[src/rtl/sel_mux_skid.sv]
// N:1 registered select feeding a 2-entry skid FIFO with a valid/ready handshake.
// Out-of-range selects emit DEF_VAL with an error flag; also keeps a sticky error and a beat counter.
module sel_mux_skid #(
  parameter int              WIDTH   = 32,
  parameter int              N_IN    = 4,
  parameter int              SEL_W   = $clog2(N_IN),
  parameter logic [WIDTH-1:0] DEF_VAL = '0,
  parameter int              CNT_W   = 16
) (
  input  logic                  clk,
  input  logic                  reset,
  input  logic [N_IN*WIDTH-1:0] in_data,
  input  logic [SEL_W-1:0]      sel,
  input  logic                  in_valid,
  output logic                  in_ready,
  output logic [WIDTH-1:0]      out_data,
  output logic                  out_err,
  output logic                  out_valid,
  input  logic                  out_ready,
  output logic                  err_sticky,
  input  logic                  err_clr,
  output logic [CNT_W-1:0]      beat_cnt
);

  // state | meaning
  // EMPTY | no beat held; out_data/out_err keep their last value
  // ONE   | head register holds the oldest beat
  // FULL  | head plus skid both hold beats; producer stalled
  typedef enum logic [1:0] {EMPTY, ONE, FULL} state_t;

  state_t           state;
  logic [WIDTH-1:0] skid_data;
  logic             skid_err;
  logic [WIDTH-1:0] beat_data;
  logic             beat_err;
  logic             push;
  logic             pop;

  // Match against each legal channel; anything unmatched falls through to DEF_VAL.
  always_comb begin
    beat_data = DEF_VAL;
    beat_err  = 1'b1;
    for (int i = 0; i < N_IN; i++) begin
      if (sel == i[SEL_W-1:0]) begin
        beat_data = in_data[i*WIDTH +: WIDTH];
        beat_err  = 1'b0;
      end
    end
  end

  assign in_ready  = (state != FULL);
  assign out_valid = (state != EMPTY);
  assign push      = in_valid & in_ready;
  assign pop       = out_valid & out_ready;

  always_ff @(posedge clk or posedge reset) begin
    if (reset) begin
      state     <= EMPTY;
      out_data  <= '0;
      out_err   <= 1'b0;
      skid_data <= '0;
      skid_err  <= 1'b0;
    end else begin
      case (state)
        EMPTY: begin
          if (push) begin
            out_data <= beat_data;
            out_err  <= beat_err;
            state    <= ONE;
          end
        end
        ONE: begin
          if (push && pop) begin
            out_data <= beat_data;
            out_err  <= beat_err;
          end else if (push) begin
            skid_data <= beat_data;
            skid_err  <= beat_err;
            state     <= FULL;
          end else if (pop) begin
            state <= EMPTY;
          end
        end
        FULL: begin
          if (pop) begin
            out_data <= skid_data;
            out_err  <= skid_err;
            state    <= ONE;
          end
        end
        default: state <= EMPTY;
      endcase
    end
  end

  // A new error on the same cycle as err_clr takes priority over the clear.
  always_ff @(posedge clk or posedge reset) begin
    if (reset) begin
      err_sticky <= 1'b0;
    end else if (push && beat_err) begin
      err_sticky <= 1'b1;
    end else if (err_clr) begin
      err_sticky <= 1'b0;
    end
  end

  always_ff @(posedge clk or posedge reset) begin
    if (reset) begin
      beat_cnt <= '0;
    end else if (pop) begin
      beat_cnt <= beat_cnt + 1'b1;
    end
  end

endmodule
[config.mk]
export PLATFORM = sky130hd
export DESIGN_NAME = sel_mux_skid
export DESIGN_NICKNAME = d
export VERILOG_FILES = /design/src/rtl/sel_mux_skid.sv
export SDC_FILE = /design/constraint.sdc
export NUM_CORES = 1
export LEC_CHECK = 0
export ABC_AREA = 1
export BUFFER_PORTS_ARGS = -buffer_cell sky130_fd_sc_hd__buf_2
export CAP_MARGIN = 20
export CORE_MARGIN = 5
export CORE_UTILIZATION = 50
export CTS_BUF_LIST = sky130_fd_sc_hd__clkbuf_4
export DETAILED_ROUTE_END_ITERATION = 8
export PLACE_DENSITY_LB_ADDON = 0.05
export SETUP_SLACK_MARGIN = 0.1
export SLEW_MARGIN = 25
export SYNTH_ARGS = -nofsm -noshare
export SYNTH_HDL_FRONTEND = slang
export SYNTH_SLANG_ARGS = --single-unit
[constraint.sdc]
create_clock -name clk -period 3.5 [get_ports clk]
set_input_delay 0.7 -clock clk [delete_from_list [all_inputs] [get_ports clk]]
set_output_delay 0.7 -clock clk [all_outputs]
set_load 0.02 [all_outputs]
Word level (Yosys, flattened, before mapping). Cells that the tools add are included.

Reduce and logical (&&, ||, !) cells: 10. Bitwise gates (word level): 3. Add/subtract/negate cells: 1. Multiplexer cells: 24. Equal/unequal tests: 11.

Operators with widths (count): 32-bit 2-to-1 mux (7); 32-bit case mux with 3 select lines (1); 16-bit by 1-bit adder with 16-bit output (second input constant) (1); 2-bit 2-to-1 mux (5); 2-bit != test (second input constant) (5); 1-bit 2-to-1 mux (9); 4-bit AND reduction (2); 2-bit equality test (second input constant) (3); 2-bit case mux with 3 select lines (1); 2-bit by 1-bit equality test with 1-bit output (second input constant) (2); 2-bit logical NOT (2); 2-bit nonzero test (2); 3-bit != test (second input constant) (1); 1-bit case mux with 3 select lines (1); 3-bit AND reduction (1); 3-bit nonzero test (1); 1-bit AND (2); 1-bit logical AND (2); 1-bit NOT (1).

Flip-flop bits (word level): 85.

Longest topological paths before layout.
Word-level depth: 7. Gate-level depth with buffers: 9. Gate-level depth less buffers: 9.

Least setup slack after synthesis. Ideal clock, no wire load.

Kind: register to output. Start point: reg state[0]. End point: out in_ready. Data arrival time: 901 ps. Slack: 1899 ps. Path buffers: 2. Data required time: 2800 ps. Cell stages (with the launch flop): 5. Cells stage by stage: dfrtp_1 > inv_2 > nand2_2 > buf_2 > buf_2.

Word-level cells in the longest chain between the ends: 1.

Ends and longest elaborated chain: from (decl) (RTL line 31) `state_t state;`; from (signal assigned) (RTL line 58) `state <= EMPTY;`; from (signal assigned) (RTL line 69) `state <= ONE;`; from (signal assigned) (RTL line 79) `state <= FULL;`; 2-bit != test (RTL line 51) `assign in_ready = (state != FULL);`; to (decl) (RTL line 15) `output logic in_ready,`.

Every way passes these cells.

Final worst setup path.
Start point: reg state[1]. End point: out out_valid.

Word-level cells in the longest chain between the ends: 1.

Ends and longest elaborated chain: 2-bit nonzero test (RTL line 52) `assign out_valid = (state != EMPTY);`; to (decl) (RTL line 18) `output logic out_valid,`.

Every way passes these cells.

==> flow_summary.html <==
<table>
<tr><th>Metric</th><th>Value</th></tr>
<tr><th colspan="2">Power</th></tr>
<tr><td>Net switching power</td><td>1.31 mW</td></tr>
<tr><td>Pwr/cell area</td><td>566 nW/um2</td></tr>
<tr><td>Leakage Power</td><td>about 3.5 nW</td></tr>
<tr><td>Power, Total</td><td>3.33 mW</td></tr>
<tr><td>Clock share of power</td><td>19.4%</td></tr>
<tr><td>Register share of total power</td><td>45.5%</td></tr>
<tr><td>Cell-internal power</td><td>about 2 mW</td></tr>
<tr><td>Part of the power in combinational logic</td><td>35.1%</td></tr>
<tr><td>Switching Share</td><td>39.4%</td></tr>
<tr><td>Peak VDD IR</td><td>0.000240 V</td></tr>
<tr><th colspan="2">CTS</th></tr>
<tr><td>Latest clock arrival within the worst-skew pair</td><td>0.44 ns</td></tr>
<tr><td>TritonCTS clock tree</td><td>done</td></tr>
<tr><td>CTS Root Cell</td><td>clkbuf_4</td></tr>
<tr><td>Max Root-Sink Buffers</td><td>2</td></tr>
<tr><td>Clock buffers created by TritonCTS</td><td>9</td></tr>
<tr><td>Clock tree sinks</td><td>85</td></tr>
<tr><td>Setup Buffers After CTS</td><td>0</td></tr>
<tr><td>Clock input transition at the sequential cells of the worst setup and hold paths</td><td>0.14 ns</td></tr>
<tr><td>Number of hold-repair buffers added at the cts stage</td><td>0</td></tr>
<tr><td>Post_cts resized</td><td>0</td></tr>
<tr><td>Count of H-tree levels built during CTS</td><td>3</td></tr>
<tr><th colspan="2">Routing</th></tr>
<tr><td>Final antenna-violating net count</td><td>0</td></tr>
<tr><td>Initial DRT Pass Iterations</td><td>5</td></tr>
<tr><td>Post-detailed-route wirelength per cell</td><td>13.4 um</td></tr>
<tr><td>Total length of routed wires</td><td>around 14,000 um</td></tr>
<tr><td>DRC violation count after routing</td><td>0</td></tr>
<tr><td>DR vias/cell</td><td>4.90</td></tr>
<tr><td>Total number of vias</td><td>4,975</td></tr>
<tr><td>Number of DRC markers in iteration 0</td><td>235</td></tr>
<tr><th colspan="2">Critical path</th></tr>
<tr><td>Worst Reg-to-Reg Cells</td><td>8</td></tr>
<tr><td>Type of destination of the critical path</td><td>output port</td></tr>
<tr><td>Worst reg2reg endpoint</td><td>out_data[7]</td></tr>
<tr><td>FF-to-FF setup slack</td><td>1.82 ns</td></tr>
<tr><td>Worst flop-to-flop path startpoint</td><td>state[0]</td></tr>
<tr><td>Critical Path AT</td><td>1.21 ns</td></tr>
<tr><td>Kind of start point of the critical path</td><td>flip-flop</td></tr>
<tr><td>CP Launch Point</td><td>state[1]</td></tr>
<tr><td>Maximum net fanout on the critical path</td><td>4</td></tr>
<tr><td>End of the critical path</td><td>out_valid</td></tr>
<tr><td>Worst endpoint required time</td><td>2.80 ns</td></tr>
<tr><td>Setup Crit Path Kind</td><td>flip-flop to output port</td></tr>
<tr><th colspan="2">Global route</th></tr>
<tr><td>Total congestion overflow</td><td>0</td></tr>
<tr><td>First-pass GRT wire length</td><td>22,400 um</td></tr>
<tr><td>Total track usage</td><td>24.2%</td></tr>
<tr><td>Via count of the first global-routing pass</td><td>around 4,800</td></tr>
<tr><td>Maximum number of pins on one net before global-route repair</td><td>67</td></tr>
<tr><td>Number of antenna violations at the first check in global routing</td><td>0</td></tr>
<tr><th colspan="2">Synth</th></tr>
<tr><td>Gate Count Post-Synth</td><td>710</td></tr>
<tr><td>Synth top area share</td><td>~45%</td></tr>
<tr><td>Post-Synth XOR/XNOR Area</td><td>around 1.7%</td></tr>
<tr><td>Post-synthesis compound-gate area fraction</td><td>under 10%</td></tr>
<tr><td>Synth Register Bits</td><td>85</td></tr>
<tr><td>Simple-gate share of the synthesized area</td><td>39.2%</td></tr>
<tr><td>Main combinational cell family by area after synthesis</td><td>simple AND/OR/NAND/NOR gates</td></tr>
<tr><td>Synth area leaders</td><td>dfrtp_1 (45%), nand2_1 (23%), nor2_1 (10%)</td></tr>
<tr><td>Multiplexer area fraction after synthesis</td><td>0%</td></tr>
<tr><td>Adder-Cell Fraction of Synth Area</td><td>0.265%</td></tr>
<tr><td>Avg Cell Area, Syn</td><td>6.65 um2</td></tr>
<tr><td>Biggest area consumer among synthesized cells</td><td>dfrtp_1</td></tr>
<tr><td>Sequential cell area fraction in the yosys report</td><td>45.0%</td></tr>
<tr><td>Warnings, synthesis</td><td>0</td></tr>
<tr><td>Post-synthesis net count</td><td>846</td></tr>
<tr><td>Synthesized cell area</td><td>4720 um2</td></tr>
<tr><td>Yosys cell types</td><td>22</td></tr>
<tr><th colspan="2">Layout</th></tr>
<tr><td>Layout overhead on the synthesized area</td><td>24.7%</td></tr>
<tr><td>Most frequent cells in the layout</td><td>nand2_1 (294), buf_2 (186), nor2_1 (129), dfrtp_1 (85), inv_1 (46)</td></tr>
<tr><td>Net count of the finished layout</td><td>just over 1,000</td></tr>
<tr><td>Total of fill cells in the finished design</td><td>900</td></tr>
<tr><td>Antenna Diode Count</td><td>0</td></tr>
<tr><td>Share of post-route cells with drive strength above 1</td><td>25.0%</td></tr>
<tr><td>Most common cell after layout, fill and taps aside</td><td>nand2_1</td></tr>
<tr><th colspan="2">Floorplanning</th></tr>
<tr><td>Row count</td><td>35</td></tr>
<tr><td>Core footprint</td><td>slightly above 9000 um2</td></tr>
<tr><td>Initial cell density of the core</td><td>between 50 and 60%</td></tr>
<tr><td>Area of the die</td><td>between 10,000 and 15,000 um2</td></tr>
<tr><td>IO Pins</td><td>approximately 190</td></tr>
<tr><td>Die width</td><td>107 um</td></tr>
<tr><td>Die extent in y</td><td>107 um</td></tr>
<tr><th colspan="2">Placed design</th></tr>
<tr><td>RePlAce Congestion</td><td>0.849</td></tr>
<tr><td>Count of input and output buffers</td><td>~190</td></tr>
<tr><td>Place WS</td><td>1.22 ns</td></tr>
<tr><td>HPWL reported at the end of detailed placement</td><td>9850 um</td></tr>
<tr><th colspan="2">Timing</th></tr>
<tr><td>Actual slew at the worst max-slew pin</td><td>approximately 0.71 ns</td></tr>
<tr><td>Worst slew margin</td><td>52.6%</td></tr>
<tr><td>Period utilisation layout</td><td>54.7%</td></tr>
<tr><td>Least setup slack across all paths after layout</td><td>1.59 ns</td></tr>
<tr><td>Worst Hold Slack</td><td>0.280 ns</td></tr>
<tr><td>Setup total negative slack</td><td>0 ns</td></tr>
<tr><td>Max Transition Viols Final</td><td>0</td></tr>
<tr><td>Max Freq</td><td>0.523 GHz</td></tr>
<tr><td>Final Hold Viols</td><td>0</td></tr>
<tr><td>Final critical delay including setup and external delays</td><td>1.91 ns</td></tr>
<tr><td>RSZ-0062 raised after global routing</td><td>false</td></tr>
<tr><td>Final setup violation count</td><td>0</td></tr>
<tr><td>Max Clock Skew</td><td>0.0170 ns</td></tr>
<tr><th colspan="2">Run status</th></tr>
<tr><td>Run status</td><td>completed</td></tr>
<tr><th colspan="2">Worst hold path</th></tr>
<tr><td>Classification of the worst-slack hold path</td><td>input pin to async pin</td></tr>
<tr><th colspan="2">Job</th></tr>
<tr><td>Max-cap viol count</td><td>0</td></tr>
</table>
## synthesized netlist by cell type (all sizes together)
cell    instances
buf            23
clkbuf         11
dfrtp          85
ha              1
inv            50
nand2         296
nand3          38
nand3b          1
nand4           3
nor2          134
nor3            1
o21ai          57
o31ai           1
xnor2           4
xor2            5
## cell families (layout without fill, tap and decap cells)
family	Yosys count	count (layout)
AOI/OAI and AO/OA	58	58
xor gates and xnor gates	9	9
adders and majority gates	1	1
buffers and inverters	84	261
DFF	85	85
and+or+nand+nor	473	473
## state kept, by name, summed over array words and instances, names as in the netlist
signal	count
skid_err	1
err_sticky	1
beat_cnt	16
state	2
out_data	32
skid_data	32
out_err	1
## critical path, cell delays in order (launching register included)
cell and delay [ns]:
dfrtp_1 0.44, inv_1 0.10, nand2_1 0.08, buf_2 0.17
## metrics by stage
| step | util (%) | instances | cell area, um2 |
|---|---|---|---|
| after detailed placement | 62.0 | 1000 | 5730 |
| final | 63.8 | 1016 | 5890 |
| after global routing | 63.8 | 1016 | 5890 |
| after global placement | 62.0 | 1000 | 5730 |
| after floorplan | - | 710 | 4720 |
| after CTS | 63.8 | 1016 | 5890 |
## power by group through the flow
stage,Combinational (mW),Clock (mW),Sequential (mW)
final,1.17,0.646,1.52
after global routing,1.31,0.707,1.56
after CTS,1.18,0.665,1.52
after detailed placement,1.18,0,1.53
after global placement,1.15,0,1.52
after floorplan,0.574,0,1.71
## layer usage
| layer | vias to the layer above | routed length [um] | track usage, % |
|---|---|---|---|
| met3 | 17 | 1060 | 6.08 |
| li1 | 2512 | - | - |
| met2 | 174 | 6560 | 39.7 |
| met1 | 2272 | 5820 | 31.1 |
| met4 | 0 | 192 | 8.49 |
| met5 | - | 0 | 0 |
## area by class of cell
type	instances	area [um2]	share of cell area (%)
sequential	85	2130	36.1
multi-input combinational	541	2250	38.2
clock inverter	6	87.6	1.49
inverter	50	189	3.21
clock buffer	10	75.1	1.27
timing repair buffer	195	998	16.9
tap	129	161	2.74
## worst min-delay path by stage
stage            startpoint           end  slack [ns]
3_3_place_gp   out_data[12]  out_data[12]        0.46
3_5_place_dp   out_data[15]  out_data[15]        0.46
6_report              reset  out_data[24]        0.28
2_1_floorplan  skid_data[0]  skid_data[0]        0.46
4_1_cts               reset  out_data[24]        0.27
5_1_grt               reset  out_data[24]        0.29
Note: power is estimated with default switching activity, not from simulation.
